==> src/rtl/bp_pkg.sv <==
// Shared branch-predictor definitions: default global-history width,
// the training-queue entry layout and a pointer-width helper.
package bp_pkg;

    // Default global-history width; must match the perceptron's history length.
    localparam int HIST_DEFAULT = 28;

    // One training-queue entry: branch PC, actual outcome and the history
    // that was current before this branch shifted into it.
    typedef struct packed {
        logic [31:0]             pc;
        logic                    taken;
        logic [HIST_DEFAULT-1:0] ghr;
    } btq_entry_t;

    // Width of the packed entry for an arbitrary history length.
    function automatic int entry_width(input int hist);
        return 32 + 1 + hist;
    endfunction

    // Address bits needed to index a power-of-two FIFO of the given depth.
    function automatic int ptr_width(input int depth);
        return (depth > 1) ? $clog2(depth) : 1;
    endfunction

endpackage

==> src/rtl/btq_fifo.sv <==
// Storage and pointers for the branch training queue. Pointers carry one
// extra wrap bit so full and empty can be told apart when the index bits match.
module btq_fifo
    import bp_pkg::*;
#(
    parameter int DEPTH = 4,
    parameter int WIDTH = 61
) (
    input  logic             clk,
    input  logic             rst,
    input  logic             push,
    input  logic [WIDTH-1:0] wr_data,
    input  logic             pop,
    output logic [WIDTH-1:0] rd_data,
    output logic             full,
    output logic             empty
);

    localparam int AW = ptr_width(DEPTH);

    logic [WIDTH-1:0] mem [DEPTH];
    logic [AW:0]      wr_ptr;
    logic [AW:0]      rd_ptr;
    logic             push_ok;
    logic             pop_ok;

    // Full when the index bits agree but the wrap bits differ; empty when all bits agree.
    assign full    = (wr_ptr[AW] != rd_ptr[AW]) && (wr_ptr[AW-1:0] == rd_ptr[AW-1:0]);
    assign empty   = (wr_ptr == rd_ptr);
    assign push_ok = push && !full;
    assign pop_ok  = pop && !empty;
    assign rd_data = mem[rd_ptr[AW-1:0]];

    // Pointer advance; reset simply empties the queue, stale storage is never read.
    always_ff @(posedge clk or posedge rst) begin
        if (rst) begin
            wr_ptr <= '0;
            rd_ptr <= '0;
        end else begin
            if (push_ok) wr_ptr <= wr_ptr + 1'b1;
            if (pop_ok)  rd_ptr <= rd_ptr + 1'b1;
        end
    end

    // Entry write at the tail; storage needs no reset because the pointers gate it.
    always_ff @(posedge clk) begin
        if (push_ok) mem[wr_ptr[AW-1:0]] <= wr_data;
    end

endmodule

==> src/rtl/branch_train_queue.sv <==
// Branch training queue: accepts resolved branches from execute, raises a
// one-cycle redirect on a mispredict, keeps the global history and feeds
// training requests to the perceptron in resolution order.
// Optional statistics counters are built when BTQ_STATS_EN is defined.
module branch_train_queue
    import bp_pkg::*;
#(
    parameter int DEPTH        = 4,
    parameter int HIST         = HIST_DEFAULT,
    parameter int TARGET_WIDTH = 32
) (
    input  logic                    clk,
    input  logic                    rst,
    input  logic                    res_valid,
    output logic                    res_ready,
    input  logic [31:0]             res_pc,
    input  logic                    res_taken,
    input  logic [TARGET_WIDTH-1:0] res_target,
    input  logic                    res_pred_taken,
    input  logic [TARGET_WIDTH-1:0] res_pred_target,
    output logic                    redirect_valid,
    output logic [31:0]             redirect_pc,
    output logic                    train_valid,
    input  logic                    train_ready,
    output logic [31:0]             train_pc,
    output logic                    train_taken,
    output logic [HIST-1:0]         train_ghr,
    output logic [HIST-1:0]         ghr
`ifdef BTQ_STATS_EN
    ,
    output logic [31:0]             stat_resolved,
    output logic [31:0]             stat_mispredict
`endif
);

    localparam int EW = entry_width(HIST);

    logic                       full;
    logic                       empty;
    logic                       push;
    logic                       pop;
    logic                       mispredict;
    logic [EW-1:0]              wr_entry;
    logic [EW-1:0]              rd_entry;
    logic [TARGET_WIDTH+31:0]   target_wide;
    logic [31:0]                target_32;
    logic [31:0]                next_redirect_pc;

    btq_fifo #(
        .DEPTH (DEPTH),
        .WIDTH (EW)
    ) u_fifo (
        .clk     (clk),
        .rst     (rst),
        .push    (push),
        .wr_data (wr_entry),
        .pop     (pop),
        .rd_data (rd_entry),
        .full    (full),
        .empty   (empty)
    );

    // Handshakes: a full queue refuses a push even if the head leaves this cycle.
    assign res_ready   = !full;
    assign push        = res_valid && res_ready;
    assign train_valid = !empty;
    assign pop         = train_valid && train_ready;

    // Entry captures the history as it was before this branch is shifted in.
    assign wr_entry    = {res_pc, res_taken, ghr};
    assign train_pc    = rd_entry[EW-1 -: 32];
    assign train_taken = rd_entry[HIST];
    assign train_ghr   = rd_entry[HIST-1:0];

    // Target fitted to 32 bits: zero-extends narrow targets, truncates wide ones.
    assign target_wide = {32'd0, res_target};
    assign target_32   = target_wide[31:0];

    // Mispredict and the correct fetch PC for the branch on the input port.
    always_comb begin
        mispredict       = (res_pred_taken != res_taken) ||
                           (res_taken && (res_pred_target != res_target));
        next_redirect_pc = res_taken ? target_32 : (res_pc + 32'd4);
    end

    // History shift and redirect registration; both only move on an accepted push.
    always_ff @(posedge clk or posedge rst) begin
        if (rst) begin
            ghr            <= '0;
            redirect_valid <= 1'b0;
            redirect_pc    <= '0;
        end else begin
            redirect_valid <= push && mispredict;
            if (push) begin
                ghr         <= {ghr[HIST-2:0], res_taken};
                redirect_pc <= next_redirect_pc;
            end
        end
    end

`ifdef BTQ_STATS_EN
    // Saturating counts of accepted branches and of mispredicted ones.
    always_ff @(posedge clk or posedge rst) begin
        if (rst) begin
            stat_resolved   <= '0;
            stat_mispredict <= '0;
        end else if (push) begin
            if (stat_resolved != '1)                 stat_resolved   <= stat_resolved + 1'b1;
            if (mispredict && stat_mispredict != '1) stat_mispredict <= stat_mispredict + 1'b1;
        end
    end
`endif

endmodule

==> config.mk <==
export PLATFORM = sky130hd
export DESIGN_NAME = branch_train_queue
export DESIGN_NICKNAME = d
export VERILOG_FILES = /design/src/rtl/bp_pkg.sv /design/src/rtl/btq_fifo.sv /design/src/rtl/branch_train_queue.sv
export SDC_FILE = /design/constraint.sdc
export NUM_CORES = 1
export LEC_CHECK = 0
export CORE_MARGIN = 5
export CORE_UTILIZATION = 53
export CTS_CLUSTER_DIAMETER = 30
export CTS_CLUSTER_SIZE = 28
export DETAILED_ROUTE_END_ITERATION = 10
export HOLD_SLACK_MARGIN = 0.02
export PLACE_DENSITY = 0.8
export SLEW_MARGIN = 20
export SYNTH_ARGS = -nofsm -noshare
export SYNTH_HDL_FRONTEND = slang
export SYNTH_HIERARCHICAL = 1
export SYNTH_SLANG_ARGS = --single-unit
==> constraint.sdc <==
create_clock -name clk -period 4.5 [get_ports clk]
set_input_delay 1.35 -clock clk [delete_from_list [all_inputs] [get_ports clk]]
set_output_delay 1.35 -clock clk [all_outputs]
set_load 0.01 [all_outputs]
# Word-level counts from Yosys, hierarchy flattened
# Memory sizes are Yosys's and may differ from the RTL's.
# Index checks and enable logic that the tools add are counted.
[totals] memories=1 in_bits=102 out_inout_bits=124 ff_bits=67 wordCells=27 ramBits=244
[classes] mux=3 reduce_logical=10 eq_ne=5 addsub=3
[memory_table] name="u_fifo.mem" depth=4 word_bits=61 read_ports=1 rd_ports_with_merged_regs=0 wr=1 line="btq_fifo.sv:21" text="logic [WIDTH-1:0] mem [DEPTH];"
[ops] cell="32-bit by 3-bit adder with 32-bit output (second input constant)" n=1
[ops] cell="32-bit 2-to-1 mux" n=1
[ops] cell="32-bit != test" n=1
[ops] cell="1-bit logical AND" n=7
[ops] cell="3-bit by 1-bit adder with 3-bit output (second input constant)" n=2
[ops] cell="3-bit equality test" n=1
[ops] cell="2-bit equality test" n=1
[ops] cell="1-bit zero test" n=2
[ops] cell="1-bit 2-to-1 mux" n=2
[ops] cell="1-bit != test" n=2
[ops] cell="1-bit logical OR" n=1

# Depth between registers and ports, before layout
# Gate-level depths: netlist (run 1).
[depth] ltp_word=7 mapped_depth=12 ltp_nobuf=9

# Modules after synthesis
# The synthesis (run 1) kept the hierarchy.
[by_module_without_submodules] mod="btq_fifo" area_per_inst_um2=9312.7 seq_area_each_um2=7477.2 n_inst=1 cells_per_inst=368
[by_module_without_submodules] mod="branch_train_queue" area_per_inst_um2=3472.1 seq_area_each_um2=1526.5 n_inst=1 cells_per_inst=405

# Least setup slack after synthesis (run 1)
# OpenSTA, ideal clock, no wires.
[synth_path] path_kind="input to register" startpoint="in res_valid" endpoint="mem u_fifo.mem[3][0] (enable)" t_required_ns=4.052 setup_time_ns=0.448 path_stages=6 path_slack_ns=-0.016 arrival_time_ns=4.068 cell_sequence="nand2_1 inv_1 buf_2 buf_2 nand2_1 a31oi_2"
[synth_via] elab_chain_cells=4
[synth_lines] item="start: declaration" line="branch_train_queue.sv:14" text="input logic res_valid,"
[synth_lines] item="1-bit logical AND" line="branch_train_queue.sv:65" text="assign push = res_valid && res_ready;"
[synth_lines] item="via push" line="branch_train_queue.sv:40" text="logic push;"
[synth_lines] item="1-bit logical AND" line="btq_fifo.sv:30" text="assign push_ok = push && !full;"
[synth_lines] item="1-bit 2-to-1 mux" line="btq_fifo.sv:47" text="if (push_ok) mem[wr_ptr[AW-1:0]] <= wr_data;"
[synth_lines] item="1-bit 2-to-1 mux (implied by the code)" line="btq_fifo.sv:47"
[synth_lines] item="end: declaration" line="btq_fifo.sv:21"
# The timed path passes the listed nets, and every way through them passes these cells.

# Worst setup path after layout (run 1)
[layout_path] startpoint="reg u_fifo.rd_ptr[0]" endpoint="out train_pc[10]"
[layout_via] elab_chain_cells=1
[layout_lines] item="start: declaration" line="btq_fifo.sv:23" text="logic [AW:0] rd_ptr;"
[layout_lines] item="start signal: assignment" line="btq_fifo.sv:41" text="if (pop_ok) rd_ptr <= rd_ptr + 1'b1;"
[layout_lines] item="memory read 4 x 61 bit"
[layout_lines] item="end: declaration" line="branch_train_queue.sv:25" text="output logic [31:0] train_pc,"
# No other way between the ends.

==> impl_metrics.csv, run 1 <==
group,metric,value,unit
power_and_ir_drop,p_int,8.54,mW
timing,relSlewSlack,44.8,%
global_route,antenna_found_initial,0,
timing,fin_setup_tns,0,ns
synth,synth_flop_cell,"edfxtp_1",
place,post-place-ws,0.777,ns
place,io_buffers,225,
synth,synth_compound_area_share,3.64,%
setup_path,worstPathCellList,"buf_12, mux4_2, clkdlybuf4s50_1",
cts,clk_pin_slew_worst_paths,0.05,ns
floorplanning,ios,226,
routing,drc_errors,0,
power_and_ir_drop,p_sw,3.85,mW
setup_path,critical_path_class,"reg2out",
synth,ys_types,47,
floorplanning,die_x,165,um
cts,tritoncts,"done",
setup_path,arrival,2.69,ns
timing,fin_skew,0.0143,ns
floorplanning,start_util,54.1,%
global_route,grtUsageTotal,23.0,%
final_layout,finalInstanceArea,0.0171,mm^2
power_and_ir_drop,clkPwrFrac,30.1,%
synth,avgSynthCellArea,16.5,um^2
synth,yosysSeqAreaShare,70.4,%
setup_path,cp_slowest_cell,"dfrtp_4",
cts,cts_buffer_depth,3,
synth,yosysTopAreaCellShare,57.3,%
routing,wire_per_inst,22.2,um
synth,yosys.area.top_type,"edfxtp_1",
timing,grt_setup_unrepaired,"no",
final_layout,area_growth,33.6,%
job,maxCapViolations,0,
final_layout,antenna_cells,0,
routing,wl,30.8,mm
synth,synth-xor-area-share,4.70,%
power_and_ir_drop,pwr-share-comb,32.5,%
global_route,grt_max_degree,63,
power_and_ir_drop,power,12.4,mW
final_layout,fin_nets,1140,
floorplanning,rows,56,
timing,period_minus_slack,4.04,ns
power_and_ir_drop,ir_drop,0.000473,V
synth,netlist_area,0.0128,mm^2
place,routabilityCongestion,0.884,
floorplanning,die_h,165,um
synth,ys_ff_latch,311,
synth,synthSimpleGateAreaFrac,7.29,%
routing,vias,7842,
timing,hold_violations,0,
final_layout,layout-drive-gt1-share,17.6,%
power_and_ir_drop,seq_power_share,37.4,%
setup_path,critPathMaxStageDelay,0.78,ns
cts,clk_latency,0.53,ns
cts,cts_setup_buffers,0,
timing,period_share,89.9,%
routing,first_pass_iters,5,
floorplanning,die_area,0.0273,mm^2
synth,muxShareOfSynthArea,11.2,%
synth,synth_fa_ha_area_share,0.587,%
synth,synth_nets,881,
final_layout,nFillCells,1508,
routing,drtIter0Drc,578,
setup_path,reg2reg_setup_slack,1.53,ns
global_route,first_global_vias,8285,
cts,ctsResizeCount,0,
synth,syn_inst,773,
power_and_ir_drop,p_sw_share,31.1,%
floorplanning,core-area,0.0236,mm^2
power_and_ir_drop,p_leak,6.19,nW
setup_path,cp_max_fo,25,
cts,cts_buffers,49,
final_layout,fin_cells,1389,
global_route,overflow,0,
place,place_hpwl,20.1,mm
routing,viasPerCell,5.65,
final_layout,fin_util,72.3,%
setup_path,end_kind,"output port",
synth,synthArstFlopShare,21.5,%
timing,fin_ws,0.457,ns
setup_path,startpoint_type,"flip-flop",
timing,setup-violations-final,0,
synth,synth_enable_flop_cells,244,
cts,cts_root_buf,"clkbuf_16",
timing,max_freq,247,MHz
cts,cts.htree.levels,2,
global_route,grt_pass1_wl,47.3,mm
cts,clock-sinks,311,
synth,synth.area.top_cells,"edfxtp_1, dfrtp_1, mux4_2, nand2_1, xor2_1",
run_status,status,"finished clean",
timing,worst_pin_slew,0.825,ns
power_and_ir_drop,power_density,726,mW/mm^2
synth,synth_top_family_by_area,"multiplexers",
timing,slew_viol_final,0,
hold_path,hp-class,"reg2reg",
place,post_dp_cell_area,0.0154,mm^2
timing,fin_hold_ws,0.490,ns
synth,yosys_warnings,6,
setup_path,required,3.15,ns
place,dp_cells,1300,
cts,hold_buffers,0,
routing,ant_nets,0,
final timing paths:
check                                        startpoint                      endpoint  cells past startpoint
setup / recovery           u_fifo/rd_ptr[0]$_DFFE_PP0P_                  train_pc[10]                      3
hold / removal               redirect_pc[7]$_DFFE_PP0P_    redirect_pc[7]$_DFFE_PP0P_                      2
setup reg to reg           u_fifo/rd_ptr[0]$_DFFE_PP0P_   u_fifo/mem[2][56]$_DFFE_PP_                      8
hold reg to reg              redirect_pc[7]$_DFFE_PP0P_    redirect_pc[7]$_DFFE_PP0P_                      2
max in group asynchronous                           rst           ghr[26]$_DFFE_PP0P_                      3
min in group asynchronous                           rst  u_fifo/wr_ptr[1]$_DFFE_PP0P_                      2
critical path: cells and delay by family, from the launching register on:
family | cells | cell delay [ns]
multiplexers | 1 | 0.57
flip-flops | 1 | 0.78
buffers and inverters | 2 | 0.81
cells in the mapped netlist, types with 12 or more instances:
cell type	count
a21oi_1	31
o21ai_0	22
nor2_1	28
mux4_2	61
and3_1	12
edfxtp_1	244
nand2_1	109
buf_2	12
nand4_1	13
dfrtp_1	67
xnor2_1	18
xor2_1	45
placed cells by master (no fill, tap or decap), types with 9 or more instances in the layout:
master           netlist  layout
edfxtp_1             244     244
nand4_1               13      13
nand3_1               10      10
o21ai_0               22      22
nor2_1                28      28
nand2_1              109     108
clkbuf_16              0      49
inv_6                  0      10
xnor2_1               18      18
xor2_1                45      45
a21oi_1               31      31
and3_1                12       9
clkdlybuf4s50_1        0     224
dfrtp_1               67      65
mux4_2                61      61
inv_1                 11       9
buf_4                  1      13
o22ai_1               10      10
registers in the layout, summed over array words and instances (netlist names):
register        flops
u_fifo/rd_ptr       3
ghr                28
u_fifo/wr_ptr       3
redirect_pc        32
redirect_valid      1
u_fifo/mem        244
metal layers:
metal	share of wire [%]	global-route usage, %
met2	50	38.8
met5	0	0
met3	8.7	5.91
met1	38	29.6
met4	3.0	7.54
logic make-up (layout without fill, tap and decap cells):
family | count (synthesis) | in the layout
adders and majority gates | 6 | 6
and+or+nand+nor | 198 | 198
xor gates and xnor gates | 66 | 66
DFF | 311 | 311
AOI/OAI and AO/OA | 79 | 79
muxes | 67 | 67
buffers and inverters | 46 | 343
power by group through the flow:
| stage | logic, mW | clock network (mW) | registers, mW |
|---|---|---|---|
| 2_1_floorplan | 2.06 | 0 | 4.60 |
| 3_3_place_gp | 4.00 | 0 | 4.65 |
| 3_5_place_dp | 4.04 | 0 | 4.69 |
| 4_1_cts | 4.09 | 3.78 | 4.65 |
| 5_1_grt | 4.31 | 3.94 | 4.74 |
| 6_report | 4.03 | 3.73 | 4.63 |
final cells by class:
type	instances	area (um^2)	area share, %
clock buffer	52	1240	7.24
clock inverter	37	435	2.55
inverter	12	45.0	0.264
multi-input combinational	416	3530	20.7
sequential	311	9010	52.7
tap	319	399	2.34
timing repair buffer	242	2420	14.2
(Power assumes the default switching activity.)
==> run 2, diff against run 1 <==
Settings changed: CORE_UTILIZATION 53 to 48, PLACE_DENSITY 0.8 to 0.77.
Clock period 4.5 ns to 3.3 ns, I/O delays scaled along.
==> run 2 against run 1 <==
Die area rose by 9.8%. First-iteration DRC count down 7.1%. Global-route usage shrank 1.5 points. Utilization is 5.0 points lower. Critical endpoint is now train_pc[7]. Largest cell class unchanged. Via count up 1.1%. Critical path depth increased by 2. Critical path type unchanged.
==> impl_metrics.csv, run 2 (same netlist as run 1, synthesis figures left out) <==
group,metric,value,unit
run_status,status,"finished clean",
setup_path,critical_path_class,"reg2out",
timing,max_freq,310,MHz
final_layout,fin_util,67.3,%
final_layout,nFillCells,1827,
final_layout,fin_nets,1168,
setup_path,cp_max_fo,10,
timing,period_minus_slack,3.22,ns
global_route,overflow,0,
final_layout,layout_commonest_cell,"edfxtp_1",
timing,hold_violations,0,
final_layout,final_cell_mix,"edfxtp_1, clkdlybuf4s50_1, nand2_1, dfrtp_1, mux4_2",
cts,clk_pin_slew_worst_paths,0.05,ns
power_and_ir_drop,p_leak,6.68,nW
routing,drtIter0Drc,537,
cts,tritoncts,"done",
place,post_dp_cell_area,0.0156,mm^2
routing,first_pass_iters,5,
timing,grt_setup_unrepaired,"no",
floorplanning,die_area,0.0300,mm^2
cts,hold_buffers,0,
setup_path,startpoint_type,"flip-flop",
routing,wl,33.0,mm
power_and_ir_drop,power,17.3,mW
timing,relSlewSlack,49.4,%
routing,ant_nets,0,
setup_path,reg2reg_setup_slack,0.65,ns
floorplanning,rows,59,
timing,fin_skew,0.0134,ns
routing,drc_errors,0,
cts,cts_buffer_depth,3,
floorplanning,core-area,0.0261,mm^2
power_and_ir_drop,ir_drop,0.000448,V
global_route,first_global_vias,8380,
timing,setup-violations-final,0,
global_route,grtUsageTotal,21.5,%
global_route,grt_pass1_wl,49.8,mm
job,maxCapViolations,0,
setup_path,end_kind,"output port",
floorplanning,ios,226,
setup_path,required,2.31,ns
global_route,antenna_found_initial,0,
timing,period_share,97.6,%
place,routabilityCongestion,0.832,
final_layout,largest_reg_flops,244,
routing,wire_per_inst,23.0,um
power_and_ir_drop,power_density,983,mW/mm^2
cts,cts_root_buf,"clkbuf_16",
global_route,grt_max_degree,63,
final_layout,antenna_cells,0,
place,io_buffers,225,
floorplanning,die_x,173,um
setup_path,r2r_cells,10,
final_layout,layout-drive-gt1-share,19.7,%
timing,slew_viol_final,0,
cts,clock-sinks,311,
floorplanning,start_util,48.9,%
setup_path,endpoint,"train_pc[7]",
routing,vias,7927,
setup_path,timing.rr.start,"u_fifo/rd_ptr[1]$_DFFE_PP0P_",
cts,cts.htree.levels,2,
routing,viasPerCell,5.52,
setup_path,worstReg2RegEnd,"redirect_pc[21]$_DFFE_PP0P_",
setup_path,crit_start,"u_fifo/rd_ptr[0]$_DFFE_PP0P_",
cts,clk_latency,0.54,ns
setup_path,arrival,2.23,ns
cts,cts_buffers,53,
hold_path,hp-class,"reg2reg",
final_layout,area_growth,37.6,%
floorplanning,die_h,173,um
place,place_hpwl,21.0,mm
final_layout,finalInstanceArea,0.0176,mm^2
timing,worst_pin_slew,0.760,ns
[run 2: cell types whose count changed in the layout (fill, tap and decap cells not counted), moves of 3 or more]
cell	before	now
dlygate4sd2_1	0	32
buf_12	4	11
inv_8	4	0
clkbuf_16	49	56
dlymetal6s2s_1	0	23
clkinv_2	6	12
buf_6	0	3
clkdlybuf4s50_1	224	161
inv_6	10	5
clkdlybuf4s15_1	0	8
buf_4	13	23
clkinv_1	1	4
[run 2: critical path, cell delays in order, from the launching register on]
cell	delay, ns
dfrtp_4	0.52
buf_12	0.14
buf_4	0.13
clkbuf_16	0.18
mux4_2	0.42
dlygate4sd2_1	0.30
[run 2: final cells by class]
class	instances	area [um^2]	area share (%)
sequential	311	9010	51.2
multi-input combinational	416	3570	20.3
timing repair buffer	266	2800	15.9
clock buffer	60	1380	7.86
tap	335	419	2.38
clock inverter	37	372	2.11
inverter	12	45.0	0.256
[run 2: layer usage]
metal	track usage [%]	vias to the layer above	wire [um]	share of wire, %
met5	0	-	0	0
met4	7.52	0	1080	3.3
met3	6.92	67	2960	9.0
met2	36.7	358	16600	50
met1	25.9	3960	12400	38
li1	-	3542	-	-
[run 2: worst min path at each step]
stage,startpoint,end,cells past startpoint
global placement,redirect_pc[8]$_DFFE_PP0P_,redirect_pc[8]$_DFFE_PP0P_,2
detailed placement,redirect_pc[6]$_DFFE_PP0P_,redirect_pc[6]$_DFFE_PP0P_,2
finish,redirect_pc[15]$_DFFE_PP0P_,redirect_pc[15]$_DFFE_PP0P_,2
global route,redirect_pc[15]$_DFFE_PP0P_,redirect_pc[15]$_DFFE_PP0P_,2
floorplan,redirect_pc[10]$_DFFE_PP0P_,redirect_pc[10]$_DFFE_PP0P_,2
CTS,redirect_pc[15]$_DFFE_PP0P_,redirect_pc[15]$_DFFE_PP0P_,2
[run 2: timing repair]
| action | in CTS | in global routing |
|---|---|---|
| gates resized for setup | 46 | 33 |
| buffers inserted | 2 | 7 |
| gates cloned | 0 | 2 |
| setup endpoints to repair | 63 | 23 |
[run 2: power breakdown]
part           switching, mW  internal [mW]  total (mW)
registers              0.643           5.61        6.26
logic                   2.89           2.88        5.77
clock network           1.85           3.42        5.27
total                   5.39           11.9        17.3
[run 2: stage by stage]
stage               std cells  setup slack, ns  setup TNS (ns)  hold WS (ns)
CTS                      1428          -0.0801          -0.704         0.495
detailed placement       1329            0.171               0         0.479
global route             1437           0.0159               0         0.512
floorplan                 773          0.00334               0         0.516
finish                   1437           0.0790               0         0.486
global placement         1329            0.238               0         0.465
